--- src/rtl/signal_capture_v1_0.sv ---
// Single-shot triggered capture buffer for signed 16-bit samples with a frozen, trigger-relative read window.
// Optional timeout trigger is compiled in with CAPTURE_AUTOTRIG_EN.
module signal_capture_v1_0 #(
    parameter int DEPTH_LOG2       = 7,
    parameter int PRETRIG          = 16,
    parameter int AUTOTRIG_TIMEOUT = 4096
) (
    input  logic                    clk,
    input  logic                    rstn,
    input  logic                    cen,
    input  logic signed [15:0]      is16_signal,
    input  logic                    i_arm,
    input  logic signed [15:0]      is16_trig_level,
    input  logic                    i_trig_rising,
    input  logic [DEPTH_LOG2-1:0]   i_rd_addr,
    output logic signed [15:0]      ors16_rd_data,
    output logic                    o_armed,
    output logic                    o_triggered,
    output logic                    o_done,
    output logic                    o_autotrig
);

    localparam int DEPTH    = 1 << DEPTH_LOG2;
    localparam int POST_LEN = DEPTH - PRETRIG - 1;
    localparam logic [DEPTH_LOG2-1:0] PRETRIG_W  = DEPTH_LOG2'(PRETRIG);
    localparam logic [DEPTH_LOG2-1:0] POST_LEN_W = DEPTH_LOG2'(POST_LEN);
    localparam logic [DEPTH_LOG2-1:0] ONE_W      = DEPTH_LOG2'(1);
    localparam logic [DEPTH_LOG2-1:0] ZERO_W     = DEPTH_LOG2'(0);

    typedef enum logic [2:0] {
        ST_IDLE    = 3'd0,
        ST_PREFILL = 3'd1,
        ST_WAIT    = 3'd2,
        ST_POST    = 3'd3,
        ST_DONE    = 3'd4
    } state_t;

    logic signed [15:0]      mem_r [DEPTH];
    state_t                  state_r, state_n;
    logic [DEPTH_LOG2-1:0]   wr_ptr_r, wr_ptr_n;
    logic [DEPTH_LOG2-1:0]   start_ptr_r, start_ptr_n;
    logic [DEPTH_LOG2-1:0]   cnt_r, cnt_n;
    logic signed [15:0]      prev_r, prev_n;
    logic                    prev_valid_r, prev_valid_n;
    logic                    triggered_r, triggered_n;
    logic                    autotrig_r, autotrig_n;
    logic                    armed_r, armed_n;
    logic                    done_r, done_n;
    logic signed [15:0]      rd_data_r;
    logic [DEPTH_LOG2-1:0]   rd_idx_s;
    logic                    wr_en_s;
    logic                    writing_s;
    logic                    real_trig_s;
    logic                    force_trig_s;
    logic                    rise_s;
    logic                    fall_s;

`ifdef CAPTURE_AUTOTRIG_EN
    localparam int AT_W = $clog2(AUTOTRIG_TIMEOUT + 1);
    logic [AT_W-1:0] at_cnt_r, at_cnt_n;
    logic [AT_W-1:0] at_inc_s;
`else
    logic [31:0] unused_timeout_s;
    assign unused_timeout_s = 32'(AUTOTRIG_TIMEOUT);
`endif

    // Next-state, pointer, counter and status logic
    always_comb begin
        state_n      = state_r;
        wr_ptr_n     = wr_ptr_r;
        start_ptr_n  = start_ptr_r;
        cnt_n        = cnt_r;
        prev_n       = prev_r;
        prev_valid_n = prev_valid_r;
        triggered_n  = triggered_r;
        autotrig_n   = autotrig_r;
        wr_en_s      = 1'b0;
        real_trig_s  = 1'b0;
        force_trig_s = 1'b0;
        rd_idx_s     = start_ptr_r + i_rd_addr;
        rise_s       = (prev_r < is16_trig_level) && (is16_signal >= is16_trig_level);
        fall_s       = (prev_r > is16_trig_level) && (is16_signal <= is16_trig_level);
        writing_s    = (state_r == ST_PREFILL) || (state_r == ST_WAIT) || (state_r == ST_POST);
`ifdef CAPTURE_AUTOTRIG_EN
        at_cnt_n     = at_cnt_r;
        at_inc_s     = at_cnt_r + AT_W'(1);
`endif

        if (i_arm) begin
            // Arm wins over a coincident sample; that sample is dropped
            wr_ptr_n     = ZERO_W;
            cnt_n        = ZERO_W;
            prev_valid_n = 1'b0;
            triggered_n  = 1'b0;
            autotrig_n   = 1'b0;
            state_n      = (PRETRIG == 0) ? ST_WAIT : ST_PREFILL;
`ifdef CAPTURE_AUTOTRIG_EN
            at_cnt_n     = AT_W'(0);
`endif
        end else if (cen && writing_s) begin
            wr_en_s      = 1'b1;
            wr_ptr_n     = wr_ptr_r + ONE_W;
            prev_n       = is16_signal;
            prev_valid_n = 1'b1;
            case (state_r)
                ST_PREFILL: begin
                    if (cnt_r == PRETRIG_W - ONE_W) begin
                        cnt_n   = ZERO_W;
                        state_n = ST_WAIT;
`ifdef CAPTURE_AUTOTRIG_EN
                        at_cnt_n = AT_W'(0);
`endif
                    end else begin
                        cnt_n = cnt_r + ONE_W;
                    end
                end
                ST_WAIT: begin
                    real_trig_s = prev_valid_r && (i_trig_rising ? rise_s : fall_s);
`ifdef CAPTURE_AUTOTRIG_EN
                    at_cnt_n     = at_inc_s;
                    force_trig_s = !real_trig_s && (at_inc_s == AT_W'(AUTOTRIG_TIMEOUT));
`endif
                    if (real_trig_s || force_trig_s) begin
                        start_ptr_n = wr_ptr_r - PRETRIG_W;
                        triggered_n = 1'b1;
                        autotrig_n  = force_trig_s;
                        cnt_n       = POST_LEN_W;
                        state_n     = (POST_LEN == 0) ? ST_DONE : ST_POST;
                    end else begin
                        state_n = ST_WAIT;
                    end
                end
                ST_POST: begin
                    cnt_n = cnt_r - ONE_W;
                    if (cnt_r == ONE_W) begin
                        state_n = ST_DONE;
                    end else begin
                        state_n = ST_POST;
                    end
                end
                default: begin
                    state_n = state_r;
                end
            endcase
        end else begin
            state_n = state_r;
        end

        armed_n = (state_n == ST_PREFILL) || (state_n == ST_WAIT) || (state_n == ST_POST);
        done_n  = (state_n == ST_DONE);
    end

    // Control and status registers
    always_ff @(posedge clk) begin
        if (!rstn) begin
            state_r      <= ST_IDLE;
            wr_ptr_r     <= ZERO_W;
            start_ptr_r  <= ZERO_W;
            cnt_r        <= ZERO_W;
            prev_r       <= 16'sd0;
            prev_valid_r <= 1'b0;
            triggered_r  <= 1'b0;
            autotrig_r   <= 1'b0;
            armed_r      <= 1'b0;
            done_r       <= 1'b0;
        end else begin
            state_r      <= state_n;
            wr_ptr_r     <= wr_ptr_n;
            start_ptr_r  <= start_ptr_n;
            cnt_r        <= cnt_n;
            prev_r       <= prev_n;
            prev_valid_r <= prev_valid_n;
            triggered_r  <= triggered_n;
            autotrig_r   <= autotrig_n;
            armed_r      <= armed_n;
            done_r       <= done_n;
        end
    end

`ifdef CAPTURE_AUTOTRIG_EN
    // Timeout counter for the forced trigger
    always_ff @(posedge clk) begin
        if (!rstn) begin
            at_cnt_r <= AT_W'(0);
        end else begin
            at_cnt_r <= at_cnt_n;
        end
    end
`endif

    // Sample memory write port (contents deliberately not reset)
    always_ff @(posedge clk) begin
        if (rstn && wr_en_s) begin
            mem_r[wr_ptr_r] <= is16_signal;
        end
    end

    // Registered trigger-relative read port
    always_ff @(posedge clk) begin
        if (!rstn) begin
            rd_data_r <= 16'sd0;
        end else begin
            rd_data_r <= mem_r[rd_idx_s];
        end
    end

    assign ors16_rd_data = rd_data_r;
    assign o_armed       = armed_r;
    assign o_triggered   = triggered_r;
    assign o_done        = done_r;
    assign o_autotrig    = autotrig_r;

endmodule

--- config.mk ---
export PLATFORM = sky130hd
export DESIGN_NAME = signal_capture_v1_0
export DESIGN_NICKNAME = d
export VERILOG_FILES = /design/src/rtl/signal_capture_v1_0.sv
export SDC_FILE = /design/constraint.sdc
export NUM_CORES = 2
export LEC_CHECK = 0
export BUFFER_PORTS_ARGS = -buffer_cell sky130_fd_sc_hd__clkbuf_2
export CELL_PAD_IN_SITES_DETAIL_PLACEMENT = 0
export CELL_PAD_IN_SITES_GLOBAL_PLACEMENT = 1
export CORE_MARGIN = 2
export CORE_UTILIZATION = 50
export DETAILED_ROUTE_END_ITERATION = 10
export PLACE_DENSITY = 0.75
export SLEW_MARGIN = 30
export SYNTH_ARGS = -nofsm -noshare
export SYNTH_HDL_FRONTEND = slang
export SYNTH_SLANG_ARGS = --single-unit
--- constraint.sdc ---
create_clock -name clk -period 7.3 [get_ports clk]
set_clock_uncertainty 0.2 [all_clocks]
set_input_delay 0.365 -clock clk [delete_from_list [all_inputs] [get_ports clk]]
set_output_delay 0.365 -clock clk [all_outputs]
set_load 0.02 [all_outputs]
* After elaboration in Yosys (flattened, before gate mapping)
Memories as Yosys holds them, arrays and structs flattened. A register that Yosys moved wholly into a read port is not among the register bits. Index checks and enable logic that the tools add are counted.
Cells by class: add/subtract/negate cells 5, order comparisons 4, eq/ne operators 10, multiplexer cells 14, bitwise operators 2, reductions and logical operators 16
Operators by type and width (number):
- 7-bit case mux with 3 select lines | 1
- 16-bit greater-or-equal comparator | 1
- 16-bit > comparator | 1
- 16-bit less-or-equal comparator | 1
- 16-bit less-than comparator | 1
- 7-bit by 1-bit adder with 7-bit output, second input constant | 2
- 7-bit 2-to-1 mux | 2
- 3-bit by 2-bit == test with 1-bit output, second input constant | 4
- 3-bit 2-to-1 mux | 4
- 3-bit case mux with 3 select lines | 1
- 7-bit adder | 1
- 7-bit by 1-bit == test with 1-bit output, second input constant | 1
- 7-bit by 4-bit == test with 1-bit output, second input constant | 1
- 7-bit by 1-bit subtractor with 7-bit output, second input constant | 1
- 7-bit by 5-bit subtractor with 7-bit output, second input constant | 1
- 3-bit by 1-bit == test with 1-bit output, second input constant | 2
- 1-bit 2-to-1 mux | 6
- 3-bit AND reduction | 2
- 1-bit logical AND | 5
- 1-bit logical OR | 4
- 4-bit AND reduction | 1
- 3-bit == test, second input constant | 1
- 3-bit nonzero test | 1
- 2-bit by 1-bit inequality test with 1-bit output, second input constant | 1
- other kinds (4) | 5
Storage, ports and cells: flip-flop bits (word level) 44, bits in writable memories 2048, bits of input ports 44, word-level logic and storage cells 61, memories 1
Memory list:
- mem_r | words 128, bits a word 16, read ports 1, clocked after memory_dff 1, wr ports 1, RTL line 38 | logic signed [15:0] mem_r [DEPTH];

* Longest topological paths before layout
word-level depth 11, gate-level depth with buffers 11

* Least setup slack after synthesis
No wires, ideal clock.
path type input to register, start point input port i_rd_addr[0], end point register rd_data_r[7], in the netlist ors16_rd_data[7] (read register of mem_r), arrival 2.978 ns, data required time 6.968 ns, setup slack 3.990 ns, stages 9, buffers on the path 2, cell sequence ha_1 > fa_1 > clkbuf_1 > clkbuf_1 > mux4_2 > mux4_2 > mux4_2 > nand2_1 > a21oi_1
Between the ends: cells in the longest elaborated chain, start to end 1
Ends and longest elaborated chain:
- from (decl) | RTL line 15 | input logic [DEPTH_LOG2-1:0] i_rd_addr,
- 7-bit adder | RTL line 80 | rd_idx_s = start_ptr_r + i_rd_addr;
- to (decl) | RTL line 49 | logic signed [15:0] rd_data_r;
Every way passes these cells. A chain may end at the register's enable or synchronous reset.

* Worst setup path after layout
start point register start_ptr_r[0], end point register rd_data_r[0], in the netlist ors16_rd_data[0] (read register of mem_r)
Between the ends: cells in the longest elaborated chain, start to end 1
Ends and longest elaborated chain:
- from (decl) | RTL line 41 | logic [DEPTH_LOG2-1:0] start_ptr_r, start_ptr_n;
- from (signal assigned) | RTL line 169 | start_ptr_r <= start_ptr_n;
- 7-bit adder | RTL line 80
Every way passes these cells.

==> flow_summary.yaml <==
run_status:
  status: "finished clean"
clocking:
  root_buffer: "clkbuf_16"
  clkLatencyLatePin_ps: 840
  clock_path_buffers: 3
  clock_sinks: 2108
  cts_tree: "yes"
  htree_num_levels: 4
  cts_buffers: 201
  clkTransAtPathRegs_ps: 60
yosys:
  synth-edff-count: 2048
  yosysSeqAreaShare_pct: 76.6
  synth_area_leaders: "edfxtp_1, mux4_2, dfxtp_1"
  synth.most_common_cell: "edfxtp_1"
  synthCells: 3663
  netlist_area_um2: 81800
  syn-num-nets: 3752
  synth.largest_area_cell: "edfxtp_1"
  yosys_warnings: 0
  async_flop_share_pct: 0
  syn_area_per_cell_um2: 22.3
  synth_ff_type: "edfxtp_1"
  ys_ff_latch: 2108
  synthTopCellsByCount: "edfxtp_1, mux4_2, nand2_1"
  ys_types: 65
  yosysTopAreaCellShare_pct: 75.1
sta:
  whs_ps: 112
  setup_violations: 0
  slew_violations: 0
  max_slew_margin_pct: 35.3
  finalCriticalPeriod_ps: 4860
  max_freq_ghz: 0.206
  grt_setup_unrepaired: "false"
  worstMarginPinSlew_ps: 970
  hold_viol_final: 0
  period_share_pct: 66.6
  tns_ps: 0
power:
  switching_power_mw: 5.15
  p_leak_nw: 29.3
  seqPwrFrac_pct: 53.5
  p_clk_share_pct: 41.7
  combPwrFrac_pct: 4.9
  swShare_pct: 20.7
  internal_power_mw: 19.7
  p_per_area_nw_per_um2: 268
  ir_drop_mv: 0.226
  p_total_mw: 24.9
drt:
  wirelength_um: 204000
  drtIter0Drc: 5771
  dr_total_vias: 39500
  wl_per_cell_um: 32.4
  antenna_left: 0
  first_pass_iters: 7
  drc: 0
  vias_per_cell: 6.26
floorplanning:
  fp.dieW_um: 409
  num_rows: 148
  die_h_um: 409
  initial_core_util_pct: 50.3
  pin_count: 64
  coreArea_um2: 163000
  die-area_um2: 167000
worst_setup_path:
  worstPathCellList: "ha_4, fa_4, buf_12, mux4_2, mux4_2, nand2_1, nand3_1, nand3_1, a21oi_1"
  slowest_stage: "fa_4"
  worst-path-max-fanout: 62
  end_kind: "flop"
  cpPeakStageDelay_ps: 1380
  arrival_ps: 5320
  reg2reg_depth: 9
  cp-start-kind: "flop"
  critical_path_class: "reg -> reg"
  critPathRequiredTime_ps: 7760
final_layout:
  multi_input_area_um2: 18400
  seq_area_um2: 62700
  drive_gt1_share_pct: 30.5
  nFillCells: 11700
  syn2layout_area_growth_pct: 13.4
  antenna-diode-count: 0
  final_nets: 4056
global_route:
  grt_pass1_wl_um: 291000
  grt_pass1_vias: 39500
  gr-total-overflow: 0
  grt_max_degree: 99
  grt_use_total_pct: 24.7
  antenna_found_initial: 14
placed_design:
  portBuffers: 62
  place.detailed.hpwl_um: 118000
  gp_congestion: 0.821
worst_hold_path:
  hold_depth: 2
  hp-class: "in -> reg"
job:
  max_cap_violations: 0
path summary, 6_finish.rpt:
path	end	from	slack [ps]
worst max-delay path	ors16_rd_data[0]$_SDFF_PN0_	start_ptr_r[0]$_SDFFE_PN0P_	2440
worst min-delay path	mem_r[76][14]$_DFFE_PP_	is16_signal[14]	110
worst min register to register	prev_r[15]$_SDFFE_PN0P_	prev_r[15]$_SDFFE_PN0P_	260
worst max register to register	ors16_rd_data[0]$_SDFF_PN0_	start_ptr_r[0]$_SDFFE_PN0P_	2440
power by group through the flow:
stage | Sequential (mW) | Clock, mW | Combinational, mW
2_1_floorplan | 13.6 | 0 | 0.662
3_3_place_gp | 13.6 | 0 | 1.19
3_5_place_dp | 13.6 | 0 | 1.20
4_1_cts | 13.3 | 10.5 | 1.21
5_1_grt | 13.3 | 11.0 | 1.28
6_report | 13.3 | 10.4 | 1.21
per-layer routing:
layer | vias up | share of wire (%) | track usage (%) | routed length [um]
met2 | 2018 | 48 | 38.9 | 98800
met3 | 264 | 9.7 | 5.20 | 19800
li1 | 16000 | - | - | -
met4 | 8 | 2.4 | 6.65 | 4850
met5 | - | 0.026 | 0 | 54
met1 | 21200 | 40 | 35.5 | 80900
cell usage in the layout, fill, tap and decap left out, types with 46 or more instances in the layout:
master / count
nor2_1: 125
clkbuf_1: 46
clkbuf_2: 46
a21oi_1: 55
mux4_2: 642
clkinv_2: 47
clkbuf_16: 205
nand2_1: 194
edfxtp_1: 2048
dfxtp_1: 60
nand3_1: 103
buf_4: 204
sequential cells by signal, summed over array words and instances, names as in the netlist:
register       cells
mem_r           2048
wr_ptr_r           7
o_done             1
prev_valid_r       1
cnt_r              7
start_ptr_r        7
o_triggered        1
prev_r            16
state_r            3
ors16_rd_data     16
o_armed            1
through the flow:
stage / utilization, % / area, um2 / setup slack [ps] / cells
detailed placement: 52.9 / 86000 / 2330 / 5919
CTS: 57.1 / 92800 / 2510 / 6309
global placement: 52.9 / 86000 / 2350 / 5919
global route: 57.1 / 92800 / 2440 / 6309
finish: 57.1 / 92800 / 2440 / 6309
floorplan: - / 81800 / 3990 / 3663
worst max-delay path: cells and delay by family (launching register included):
family                   cells  cell delay [ps]
buffers and inverters        1              370
adder cells (fa/ha/maj)      2             1550
flip-flops                   1              340
multiplexers                 2              910
AO/OA/AOI/OAI                1              170
AND/OR/NAND/NOR              3              970
layout make-up:
cell class	instances	share of cell area, %
Sequential cell	2108	67.6
Multi-Input combinational cell	1340	19.8
Clock buffer	257	5.80
Tap cell	2175	2.93
Timing Repair Buffer	289	2.51
Clock inverter	113	1.25
Inverter	27	0.109
cell families (layout without fill, tap and decap cells):
family                     Yosys count  count (layout)  synth area share [%]
DFF                               2108            2108                  76.6
adders and majority gates           45              45                 0.697
xor gates and xnor gates            19              19                 0.203
muxes                              647             647                  17.7
AOI/OAI and AO/OA                  116             116                 0.920
buffers and inverters              215             686                  1.09
and+or+nand+nor                    512             512                  2.74
other                                1               1               0.00458
timing repair:
| item | in CTS | in global routing |
|---|---|---|
| hold buffers | 20 | 0 |
| setup endpoints to repair | 0 | 0 |
| resized for setup | 0 | 0 |
| setup buffers | 0 | 0 |
| hold endpoints to repair | 501 | 0 |
(Power assumes the default switching activity.)
